File: src/rtl/regfile_2w2r.sv
// regfile_2w2r: two-write / two-read register file with a hardwired-zero
// register 0, port-4 write priority, out-of-range address protection, a
// registered write-collision flag and a one-entry-per-cycle clear sequencer.
//
// Parameters: WIDTH (data bits), DEPTH (registers, 2..2**REG_ADDR),
//             REG_ADDR (address bits).
// Ports:
//   CLK           clock, all state updates on the rising edge
//   RST           synchronous active-high reset; starts a clear sequence
//   CLR           single-cycle request to start (or restart) a clear sequence
//   A1/A2         read addresses; RD1/RD2 combinational read data
//   A3/WD3/WE3    write port 3
//   A4/WD4/WE4    write port 4 (wins over port 3 on the same address)
//   BUSY          clear sequence in progress
//   COLLIDE       previous cycle had a same-address dual write
// Optional feature: define REGFILE_BYPASS_EN to forward same-cycle write data
// to the read ports.
module regfile_2w2r #(
  parameter int unsigned WIDTH    = 32,
  parameter int unsigned DEPTH    = 32,
  parameter int unsigned REG_ADDR = 5
) (
  input  logic                CLK,
  input  logic                RST,
  input  logic                CLR,
  input  logic [REG_ADDR-1:0] A1,
  input  logic [REG_ADDR-1:0] A2,
  input  logic [REG_ADDR-1:0] A3,
  input  logic [WIDTH-1:0]    WD3,
  input  logic                WE3,
  input  logic [REG_ADDR-1:0] A4,
  input  logic [WIDTH-1:0]    WD4,
  input  logic                WE4,
  output logic [WIDTH-1:0]    RD1,
  output logic [WIDTH-1:0]    RD2,
  output logic                BUSY,
  output logic                COLLIDE
);

  localparam int unsigned IW = (DEPTH > 1) ? $clog2(DEPTH) : 1;

  localparam logic [0:0] IDLE     = 1'b0;
  localparam logic [0:0] CLEARING = 1'b1;

  logic [0:0]          state;
  logic [REG_ADDR-1:0] ptr;
  logic                collide_q;
  logic [WIDTH-1:0]    mem [DEPTH];

  logic busy;
  logic we3_ok;
  logic we4_ok;
  logic collision;

  // Nonzero and inside the array: the only addresses that may be stored/read.
  function automatic logic addr_ok(input logic [REG_ADDR-1:0] a);
    return (a != '0) && (32'(a) < DEPTH);
  endfunction

  // Array index; only meaningful once addr_ok() has accepted the address.
  function automatic logic [IW-1:0] idx(input logic [REG_ADDR-1:0] a);
    return a[IW-1:0];
  endfunction

  assign busy      = (state == CLEARING);
  assign we3_ok    = WE3 && !busy && !RST && addr_ok(A3);
  assign we4_ok    = WE4 && !busy && !RST && addr_ok(A4);
  assign collision = we3_ok && we4_ok && (A3 == A4);

  assign BUSY    = busy;
  assign COLLIDE = collide_q;

  always_ff @(posedge CLK) begin
    if (RST) begin
      state     <= CLEARING;
      ptr       <= '0;
      collide_q <= 1'b0;
    end else begin
      // A collision in the CLR cycle must not show while the clear runs.
      collide_q <= collision && !CLR;
      if (CLR) begin
        state <= CLEARING;
        ptr   <= '0;
      end else if (state == CLEARING) begin
        if (32'(ptr) == DEPTH - 1) begin
          state <= IDLE;
          ptr   <= '0;
        end else begin
          ptr <= ptr + 1'b1;
        end
      end
    end
  end

  // Array has no reset; the clear sequencer zeroes it one entry per edge.
  // Port 4 is assigned last so it wins a same-address dual write.
  always_ff @(posedge CLK) begin
    if (!RST && state == CLEARING) begin
      mem[idx(ptr)] <= '0;
    end else begin
      if (we3_ok) mem[idx(A3)] <= WD3;
      if (we4_ok) mem[idx(A4)] <= WD4;
    end
  end

  always_comb begin
    RD1 = '0;
    if (!busy && addr_ok(A1)) begin
      RD1 = mem[idx(A1)];
`ifdef REGFILE_BYPASS_EN
      if (we3_ok && A3 == A1) RD1 = WD3;
      if (we4_ok && A4 == A1) RD1 = WD4;
`endif
    end
  end

  always_comb begin
    RD2 = '0;
    if (!busy && addr_ok(A2)) begin
      RD2 = mem[idx(A2)];
`ifdef REGFILE_BYPASS_EN
      if (we3_ok && A3 == A2) RD2 = WD3;
      if (we4_ok && A4 == A2) RD2 = WD4;
`endif
    end
  end

endmodule

File: config.mk
export PLATFORM = sky130hd
export DESIGN_NAME = regfile_2w2r
export DESIGN_NICKNAME = d
export VERILOG_FILES = /design/src/rtl/regfile_2w2r.sv
export SDC_FILE = /design/constraint.sdc
export NUM_CORES = 2
export LEC_CHECK = 0
export BUFFER_PORTS_ARGS = -buffer_cell sky130_fd_sc_hd__buf_2
export CAP_MARGIN = 20
export CORE_ASPECT_RATIO = 1.5
export CORE_MARGIN = 3
export CORE_UTILIZATION = 30
export CTS_CLUSTER_DIAMETER = 100
export DETAILED_ROUTE_END_ITERATION = 8
export PLACE_DENSITY = 0.41
export SLEW_MARGIN = 10
export SYNTH_ARGS = -nofsm -noshare
export SYNTH_HDL_FRONTEND = slang
export SYNTH_SLANG_ARGS = --single-unit
File: constraint.sdc
create_clock -name CLK -period 5.15 [get_ports CLK]
set_clock_uncertainty 0.2 [all_clocks]
set_input_delay 0.2575 -clock CLK [delete_from_list [all_inputs] [get_ports CLK]]
set_output_delay 0.2575 -clock CLK [all_outputs]
set_load 0.02 [all_outputs]
==> summary.md <==
| Metric | Value |
|---|---|
| Synth Instances | `4258` |
| Most area-consuming cells after synthesis | `edfxtp_1, mux2_2, mux4_2` |
| Finish-stage setup viols | `0` |
| Initial antenna violation count | `31` |
| # resized after CTS | `0` |
| Slew margin rel. | `around 22%` |
| Clock sink count | `roughly 1000` |
| Req. time, crit path | `approximately 4.7 ns` |
| Post-CTS setup repair buffer count | `0` |
| Vias in the first global route | `roughly 43000` |
| First-pass DRT Iterations | `6` |
| Final Wtd Congestion | `just over 0.8` |
| Critical Path Fanout Max | `19` |
| Vias | `41500` |
| Pre-CTS WS | `~1.3 ns` |
| Width of the die | `between 300 and 400 microns` |
| Routed Antenna Nets | `0` |
| Slew Limit Fails | `0` |
| Clk pin slew, worst setup/hold paths | `roughly 0.07 ns` |
| Port bufs | `154` |
| # fillers | `19700` |
| Synth Net Count | `about 4300` |
| Fmax | `about 220 MHz` |
| Post-synthesis sequential area ratio | `between 50% and 60%` |
| Leading area contributor after synthesis | `edfxtp_1` |
| Min Tclk post-route | `4.50 ns` |
| Final WL | `approximately 280000 microns` |
| Clock latency on the worst-skew pair | `between 0.7 and 0.8 ns` |
| Fraction of layout cells with a size suffix above 1 | `about 46%` |
| First-pass GRT wire length | `approximately 380000 microns` |
| CTS max path bufs | `3` |
| Post-route DRC violation count | `0` |
| Iteration-0 DRC Markers | `4136` |
| Congestion Overflow GR | `0` |
| Die footprint | `about 210000 sq um` |
| Multi-input gate area | `between 20000 and 30000 sq um` |
| Max Cap Viol | `0` |
| Fin worst setup slack | `around 0.65 ns` |
| Ys Warns | `0` |
| CP arrival | `~4.0 ns` |
| Wire per inst | `40.6 microns` |
| HP Class | `in2reg` |
| RSZ-0062 raised after global routing | `no` |
| Total Power | `18800 uW` |
| Post-Syn Area | `between 60000 and 70000 sq um` |
| Worst vdd ir | `0.000277 V` |
| CTS buffer count | `115` |
| Ports | `155` |
| Largest net degree at the start of global routing | `93` |
| Synth top cells by count | `mux2_2, edfxtp_1, clkbuf_1, mux2i_1, mux4_2` |
| Clock root cell | `clkbuf_16` |
| Status | `complete, no violations` |
| Total GRT Usage | `around a quarter` |
| Top cell type's share of synthesized area | `between 50% and 60%` |
| Crit. End Element | `output pin` |
| Area Overhead vs Synth | `13.8%` |
| Static Leak | `between 0.02 and 0.03 uW` |
| Number of flops mapped to enable cells by yosys | `approximately 1000` |
| CP Launch Type | `flop` |
| # rows | `a little over 200` |
| Worst-Margin Slew | `between 1 and 1.5 ns` |
| Yosys reg bits | `roughly 1000` |
| Setup TNS | `0 ns` |
| Final core utilization | `~34%` |
| H-Tree Depth | `3` |
| Core Box Area | `a little over 200000 sq um` |
| Setup CP Type | `reg2out` |
| Most instantiated library cell after synthesis | `mux2_2` |
| Worst hold slack | `roughly 0.066 ns` |
| Post-synth ARST share | `0%` |
| Layout Nets | `roughly 4300` |
| CTS tree | `done` |
| Die H | `between 500 and 600 microns` |
| Netlist cell types | `64` |
| Register area | `around 30000 sq um` |
| Vias/cell | `~6` |
| Synthesized area per cell | `around 14 sq um` |
| DP HPWL | `between 150000 and 200000 microns` |
| Final hold viol count | `0` |
| Starting density of the core | `roughly 30%` |
| Top FF cell, synth | `edfxtp_1` |
| Period utilization | `87.3%` |
| Pwr Density | `roughly 270 nW/um^2` |
## metal layers
layer | vias up | GRT usage [%] | share of wire [%]
li1 | 16900 | - | -
met1 | 22500 | 32.9 | 40
met2 | 1634 | 46.7 | 51
met3 | 448 | 3.37 | 5.6
met4 | 4 | 9.70 | 4.1
met5 | - | 0 | 0.0085
## cell usage in the layout, fill, tap and decap left out, types with 19 or more instances in the layout
cell type         n
buf_12           28
o22ai_1          65
o21ai_0          68
mux2_1           87
or3_1            60
mux4_2          253
clkbuf_16       118
nand2_4          25
nand2_1          35
o21ai_4          26
mux2_2         1101
dlygate4sd3_1    23
clkinv_2         34
a211oi_1         66
buf_4           178
and2_1           31
nand3_1          68
mux2i_1         261
a21oi_1          33
buf_2           148
a22oi_1         160
and3_1           33
nor2b_1          67
edfxtp_1       1024
nor2_1           19
a31oi_1          31
a22o_1           32
nand4_1          63
## what timing repair did
item	in CTS	in global routing
hold buffers	21	2
hold endpoints to repair	23	7
endpoints found under the setup margin	0	0
## critical path, stage by stage, from the launching register on
cell,delay (ns)
dfxtp_2,0.52
buf_4,0.42
nor2_1,0.11
and3_2,0.41
buf_4,0.29
buf_4,0.19
a22oi_1,0.56
nand4_1,0.44
buf_2,0.29
## layout make-up
cell class                 count  share of cell area, %
clock buffer                 136                   4.34
sequential                  1031                   44.4
tap                         2652                   4.76
timing repair buffer         388                   4.37
inverter                       1                0.00539
clock inverter                75                  0.958
antenna                        8                 0.0287
multi-input combinational   2692                   41.2
## logic make-up after synthesis
kind of cell	Yosys count	share of synthesized area [%]
fa+ha+maj	2	0.0409
flops	1031	50.5
simple gates	478	4.58
xor+xnor	5	0.0715
mux	1702	35.4
buf+inv	535	3.83
compound gates	505	5.57
## sequential cells by signal, summed over array words and instances, names as in the netlist
signal   count
BUSY         1
mem       1024
COLLIDE      1
ptr          5
## metrics by stage
stage,instance area [sq um],instances
5_1_grt,69600,6977
3_3_place_gp,65600,6733
2_1_floorplan,61200,4258
4_1_cts,69500,6969
6_report,69600,6983
3_5_place_dp,65600,6737
## path summary, 6_finish.rpt
| kind | start | to | slack (ns) | cells after the start |
|---|---|---|---|---|
| worst min-delay path | WD3[31] | mem[0][31] | 0.07 | 3 |
| worst max register to register | BUSY | mem[29][18] | 1.36 | 6 |
| worst max-delay path | BUSY | RD1[25] | 0.65 | 8 |
| worst min register to register | ptr[0] | ptr[0] | 0.41 | 2 |
## power breakdown
part           internal [uW]  switching [uW]
combinational            422             791
sequential              9110            11.5
clock                   4670            3760
total                  14200            4570
(Power assumes the default switching activity.)
